--- src/rtl/sha256_pkg.sv ---
// rtl/sha256_pkg.sv - SHA-256 schedule constants, sigma helpers and scheduler state type
package sha256_pkg;

   localparam int S0_ROT_A = 7;
   localparam int S0_ROT_B = 18;
   localparam int S0_SHR   = 3;
   localparam int S1_ROT_A = 17;
   localparam int S1_ROT_B = 19;
   localparam int S1_SHR   = 10;

   typedef enum logic {IDLE, RUN} sched_state_e;

   function automatic logic [31:0] rotr32(input logic [31:0] x, input int n);
      return (x >> n) | (x << (32 - n));
   endfunction

   function automatic logic [31:0] sha256_sig0(input logic [31:0] x);
      return rotr32(x, S0_ROT_A) ^ rotr32(x, S0_ROT_B) ^ (x >> S0_SHR);
   endfunction

   function automatic logic [31:0] sha256_sig1(input logic [31:0] x);
      return rotr32(x, S1_ROT_A) ^ rotr32(x, S1_ROT_B) ^ (x >> S1_SHR);
   endfunction

endpackage

--- src/rtl/sha256_w_next.sv ---
// rtl/sha256_w_next.sv - combinational next schedule word from a 16-word window
module sha256_w_next
   import sha256_pkg::*;
(
   input  logic [31:0] w0,
   input  logic [31:0] w1,
   input  logic [31:0] w9,
   input  logic [31:0] w14,
   output logic [31:0] w_new
);

   assign w_new = sha256_sig1(w14) + w9 + sha256_sig0(w1) + w0;

endmodule

--- src/rtl/sha256_w_sched_stream.sv ---
// rtl/sha256_w_sched_stream.sv - streaming SHA-256 message schedule, one W[t] per cycle
module sha256_w_sched_stream
   import sha256_pkg::*;
#(
   parameter int NUM_ROUNDS = 64,
   parameter int IDX_W      = 6
) (
   input  logic               CLK,
   input  logic               RST,
   input  logic               flush,
   input  logic               in_valid,
   output logic               in_ready,
   input  logic [511:0]       in_block,
   output logic               out_valid,
   input  logic               out_ready,
   output logic [31:0]        out_word,
   output logic [IDX_W-1:0]   out_idx,
   output logic               out_last
);

   localparam logic [IDX_W-1:0] PENULT_IDX = IDX_W'(NUM_ROUNDS - 2);

   sched_state_e       state, state_nxt;
   logic [31:0]        win [16];
   logic [IDX_W-1:0]   t;
   logic               last_q;
   logic [31:0]        w_new;
   logic               in_fire, out_fire;

   assign out_valid = (state == RUN);
   assign out_word  = win[0];
   assign out_idx   = t;
   assign out_last  = last_q;
   assign out_fire  = out_valid && out_ready;
   // The final word's handshake frees the window in the same cycle, so a waiting block loads with no bubble.
   assign in_ready  = !flush && ((state == IDLE) || (out_fire && out_last));
   assign in_fire   = in_valid && in_ready;

   sha256_w_next u_w_next (
      .w0    (win[0]),
      .w1    (win[1]),
      .w9    (win[9]),
      .w14   (win[14]),
      .w_new (w_new)
   );

   always_ff @(posedge CLK or posedge RST) begin
      if (RST) begin
         state <= IDLE;
      end else begin
         state <= state_nxt;
      end
   end

   always_comb begin
      state_nxt = state;
      if (flush) begin
         state_nxt = IDLE;
      end else if (in_fire) begin
         state_nxt = RUN;
      end else if (out_fire && out_last) begin
         state_nxt = IDLE;
      end
   end

   // Flush leaves the window contents alone; only the index and last flag restart.
   always_ff @(posedge CLK or posedge RST) begin
      if (RST) begin
         t      <= '0;
         last_q <= 1'b0;
         for (int i = 0; i < 16; i++) begin
            win[i] <= '0;
         end
      end else if (flush) begin
         t      <= '0;
         last_q <= 1'b0;
      end else if (in_fire) begin
         t      <= '0;
         last_q <= 1'b0;
         for (int i = 0; i < 16; i++) begin
            win[i] <= in_block[511 - 32*i -: 32];
         end
      end else if (out_fire) begin
         if (last_q) begin
            last_q <= 1'b0;
         end else begin
            for (int i = 0; i < 15; i++) begin
               win[i] <= win[i+1];
            end
            win[15] <= w_new;
            t       <= t + IDX_W'(1);
            last_q  <= (t == PENULT_IDX);
         end
      end
   end

endmodule

--- config.mk ---
export PLATFORM = sky130hd
export DESIGN_NAME = sha256_w_sched_stream
export DESIGN_NICKNAME = d
export VERILOG_FILES = /design/src/rtl/sha256_pkg.sv /design/src/rtl/sha256_w_next.sv /design/src/rtl/sha256_w_sched_stream.sv
export SDC_FILE = /design/constraint.sdc
export NUM_CORES = 2
export LEC_CHECK = 0
export CAP_MARGIN = 20
export CORE_AREA = 2 2 237 216
export DETAILED_ROUTE_END_ITERATION = 10
export DIE_AREA = 0 0 239 218
export PLACE_DENSITY = 0.85
export SLEW_MARGIN = 20
export SYNTH_ARGS = -nofsm -noshare
export SYNTH_HDL_FRONTEND = slang
export SYNTH_SLANG_ARGS = --single-unit
--- constraint.sdc ---
create_clock -name CLK -period 29.4 [get_ports CLK]
set_input_delay 5.88 -clock CLK [delete_from_list [all_inputs] [get_ports CLK]]
set_output_delay 5.88 -clock CLK [all_outputs]
set_load 0.05 [all_outputs]
Word level (Yosys, flattened, before mapping)
Index checks and enable logic that the tools add are counted.
{ "op_classes": {"add_sub_neg": 4, "n_eq_ne": 3, "muxes": 14, "n_bitwise": 10, "n_reduce_logical": 11} }
{ "op_table": {"columns": ["cell", "count"], "rows": [
  ["2-to-1 mux 512 bit", 3],
  ["adder 32 bit", 3],
  ["bitwise XOR 32 bit", 2],
  ["bitwise OR 13 x 32 -> 32 bit", 1],
  ["bitwise OR 14 x 32 -> 32 bit", 1],
  ["bitwise OR 15 x 32 -> 32 bit", 1],
  ["bitwise OR 25 x 32 -> 32 bit", 1],
  ["bitwise XOR 32 x 22 -> 32 bit", 1],
  ["bitwise XOR 32 x 29 -> 32 bit", 1],
  ["2-to-1 mux 6 bit", 4],
  ["2-to-1 mux 1 bit", 7],
  ["adder 6 x 1 -> 6 bit (second input constant)", 1],
  ["== test 6 bit (second input constant)", 1],
  ["nonzero test 3 bit", 2],
  ["logical AND 1 bit", 4],
  ["inequality test 3 x 2 -> 1 bit (second input constant)", 1],
  ["AND reduction 3 bit", 1],
  ["inequality test 2 x 1 -> 1 bit (second input constant)", 1],
  ["inverter 1 bit", 2],
  ["AND reduction 2 bit", 1],
  ["nonzero test 2 bit", 1],
  ["logical NOT 1 bit", 1],
  ["logical OR 1 bit", 1]
]} }
{ "word_totals": {"regBits": 520, "inputBits": 517, "wordCells": 61} }

Logic depth before layout (Yosys ltp)
{ "depth": {"word_depth": 9, "ltp_mapped": 17, "mapped_depth_nobuf": 15} }

By module
A second synthesis with hierarchy kept.
{ "unflattened": {"cells_unflattened": 3413, "area_unflattened_um2": 27994.3} }
{ "by_module_without_submodules": {"columns": ["mod", "instances", "cells_each", "area_each_um2", "seq_area_each_um2"], "rows": [
  ["sha256_w_sched_stream", 1, 2870, 23540.1, 13012.5],
  ["sha256_w_next", 1, 543, 4454.3, 0.0]
]} }

Least setup slack after synthesis
Ideal clock, no wire load.
{ "synth_path": {"path_kind": "input port to output port", "from": "input flush", "to": "output in_ready", "arrival_time_ps": 6789, "path_slack_ps": 16731, "stages": 2, "n_path_buf": 1, "cell_sequence": "clkbuf_1 -> nor2_1"} }
{ "synth_via": {"elab_chain_cells": 2} }
{ "synth_rtl": {"columns": ["element", "line_no", "rtl"], "rows": [
  ["start: declaration", "sha256_w_sched_stream.sv:10", "input logic flush,"],
  ["logical NOT 1 bit", "sha256_w_sched_stream.sv:36", "assign in_ready = !flush && ((state == IDLE) || (out_fire && out_last));"],
  ["logical AND 1 bit", "sha256_w_sched_stream.sv:36", null],
  ["end: declaration", "sha256_w_sched_stream.sv:12", "output logic in_ready,"]
]} }
Every way passes these cells.

Final worst setup path
Same ends and word-level chain as after synthesis.

==> PnR_summary.wiki <==
{| class="wikitable"
! Metric !! Value
|-
| Iter 0 DRT Violations || 3351
|-
| Number of buffers inserted by port buffering || 557
|-
| Arrival time at the worst endpoint || 7.92 ns
|-
| Ranking of synthesized cells by area || dfrtp_1 (47%), nand2_1 (14%), a31oi_1 (9.6%), nor2_1 (6.1%), fa_1 (4.5%)
|-
| Sink of the worst hold path || win[68]
|-
| Area of combinational cells with multiple inputs || 12750 um2
|-
| Portion of synthesized cell area occupied by the leading cell type || 47.24%
|-
| Cell taking the most area after synthesis || dfrtp_1
|-
| Per-instance average area after synthesis || 8.313 um2
|-
| Path type of the worst setup path || in2out
|-
| PnR Total Power || 0.003979 W
|-
| Final routed DRC violation total || 0
|-
| Slew at the pin closest to its max-slew limit || 1.172 ns
|-
| Synth Flop Type || dfrtp_1
|-
| Number of failing hold endpoints at the final stage || 0
|-
| Area of the mapped netlist || 27550 um2
|-
| DIE AREA || 52100 um2
|-
| Max-slew headroom || 19.88%
|-
| Max rail drop VDD || 137.2 uV
|-
| Status || complete, no violations
|-
| R2r worst-path depth || 14
|-
| Worst hold path stage count || 2
|-
| H-Tree Depth || 2
|-
| Worst Skew || 0.03372 ns
|-
| Number of nets produced by synthesis || 3926
|-
| Cell count after placement || 4230
|-
| Post-cts resize count || 0
|-
| Capture point of the worst reg-to-reg path || win[31]
|-
| Number of enable flip-flop cells after synthesis || 0
|-
| Overflow left after global routing || 0
|-
| Routed wire length per instance || 22.88 um
|-
| Beginning of the worst hold path || win[68]
|-
| Total number of nets in the final design || 4256
|-
| Setup slack, reg-to-reg || 24.47 ns
|-
| Synth-to-layout area growth || 26.03%
|-
| Most common library cell in the layout ignoring fill and taps || nand2_1
|-
| Final setup viols || 0
|-
| PD cells || 114.6 nW/um2
|-
| Cell chosen for the clock root || clkbuf_16
|-
| Type of element launching the critical path || input port
|-
| Crit share post-route || 46.94%
|-
| Area post-placement || 32850 um2
|-
| Starting Density || 55.35%
|-
| Maximum fanout encountered on the critical timing path || 11
|-
| Unrepaired setup endpoints after global routing || no
|-
| Post-route minimum period || 13.80 ns
|-
| Sum of routed wire length over all layers || 99.49 mm
|-
| GR Layer Usage met2 || 55.53%
|-
| Chip Width || 239 um
|-
| Vias/cell || 5.908
|-
| Vert. Die Dim || 218 um
|-
| Vias || 25692
|-
| Final max-slew violation count || 0
|-
| CP required || 23.52 ns
|-
| Standby leakage power || 15.57 nW
|-
| Layer with the highest usage after global routing || met2
|-
| Setup TNS || 0 ns
|-
| FMAX || 72.47 MHz
|-
| Register Area || 13010 um2
|-
| Post-DP HPWL || 71.92 mm
|-
| GR Util met1 || 53.60%
|-
| Pin count of the biggest net entering global routing || 193
|-
| Global-route wire length before repair || 146.3 mm
|-
| Number of detailed-route iterations in the first pass || 6
|-
| Deepest clock path buffer count || 3
|-
| Vias in the first global route || 24126
|-
| Number of placement rows || 78
|-
| Register area share after synthesis || 47.24%
|-
| Async S/R FF share, synth || 100.0%
|-
| Layout cells sized above 1 || 3.231%
|-
| Clock tree from TritonCTS || done
|-
| Count of hold buffers inserted by post-cts repair || 0
|-
| Max-cap violations || 0
|-
| Overall fraction of global-route tracks in use || 37.79%
|-
| Clock edge transition at the registers on the reported setup and hold paths || 0.06 ns
|-
| Commonest cells after routing, fill and taps aside || nand2_1 (991), clkdlybuf4s50_1 (557), dfrtp_1 (520), nor2_1 (444), a31oi_1 (424)
|-
| Distinct cell type count of the synthesized netlist || 60
|-
| Post CTS Setup Buffer Count || 0
|-
| I/O pin count || 558
|-
| Number of clock buffers inserted by TritonCTS || 52
|-
| Startpoint of the most critical register-to-register path || win[50]
|-
| # clock sinks || 520
|-
| Syn Inst Count || 3314
|-
| Antenna violations before repair || 27
|-
| Yosys warns || 0
|-
| Number of storage elements in the synthesis netlist || 520
|-
| Worst hold path type || reg2reg
|-
| Met3 track utilization from global routing || 7.810%
|-
| Placeable Area || 49770 um2
|-
| Non-Filler Cell Area, Final || 34720 um2
|-
| Final ANT Viol Nets || 0
|-
| Final standard cell count with taps included and fillers excluded || 4349
|-
| Filler Cell Count || 3874
|-
| Final estimated routing congestion in global placement || 0.9739
|-
| Source-to-sink clock delay at the later pin of the worst-skew pair || 0.63 ns
|-
| Critical path endpoint category || primary output
|}
==> metrics by stage <==
step	hold slack (ns)	setup slack (ns)	utilization [%]
2_1_floorplan	0.4458	8.993	-
3_5_place_dp	0.4634	15.63	65.99
4_1_cts	0.4796	15.63	69.61
3_3_place_gp	0.4595	15.66	65.99
6_report	0.4771	15.60	69.76
5_1_grt	0.5050	15.52	69.76
==> where the power goes <==
group          internal, W  total [W]  switching (W)
combinational     0.000885    0.00222        0.00133
sequential        0.000873    0.00106       0.000182
clock             0.000410   0.000707       0.000296
==> area by class of cell <==
class,count,share of cell area [%]
flip-flops and latches,520,37.48
repair buffers,579,16.66
diodes,26,0.1874
clock inverters,12,0.6919
multi-input cells,2358,36.72
well taps,640,2.306
inverters,133,1.460
clock buffers,81,4.494
==> cell families after synthesis <==
kind of cell / count (synthesis) / share of synthesized area [%]
buf+inv: 436 / 6.595
flops: 520 / 47.24
compound gates: 630 / 14.83
mux: 2 / 0.07721
fa+ha+maj: 95 / 6.004
xor+xnor: 145 / 4.610
simple gates: 1486 / 20.64
==> flip-flops by register name, summed over array words and instances (netlist names) <==
| signal | cells |
|---|---|
| out_idx | 6 |
| out_last | 1 |
| out_valid | 1 |
| win | 480 |
| out_word | 32 |
==> Yosys cell counts (all sizes together), types with 13 or more instances <==
library cell    n
nor2          446
xor2           28
ha             33
fa             62
o21ai          39
a21oi          34
buf            95
a31oi         424
nand2         992
a22oi          83
clkbuf        208
inv           133
dfrtp         520
nand3          13
xnor2         117
==> critical path, cell delays in order <==
cell and delay [ns]:
clkdlybuf4s50_1 0.65, nor2_1 0.49, clkdlybuf4s50_1 0.89
==> worst max path at each step <==
| stage | from | to | slack [ns] | cells past startpoint |
|---|---|---|---|---|
| after CTS | flush | in_ready | 15.63 | 3 |
| after global placement | flush | in_ready | 15.66 | 3 |
| final | flush | in_ready | 15.60 | 3 |
| after global routing | flush | in_ready | 15.52 | 3 |
| after floorplan | RST | out_idx[0] | 8.99 | 1 |
| after detailed placement | flush | in_ready | 15.63 | 3 |
==> metal layers <==
layer / wire length, um / up-vias
met2: 44670 / 1412
met5: 0 / -
met3: 10050 / 253
li1: - / 11581
met4: 4793 / 0
met1: 39970 / 12446
Note: power is estimated with default switching activity, not from simulation.
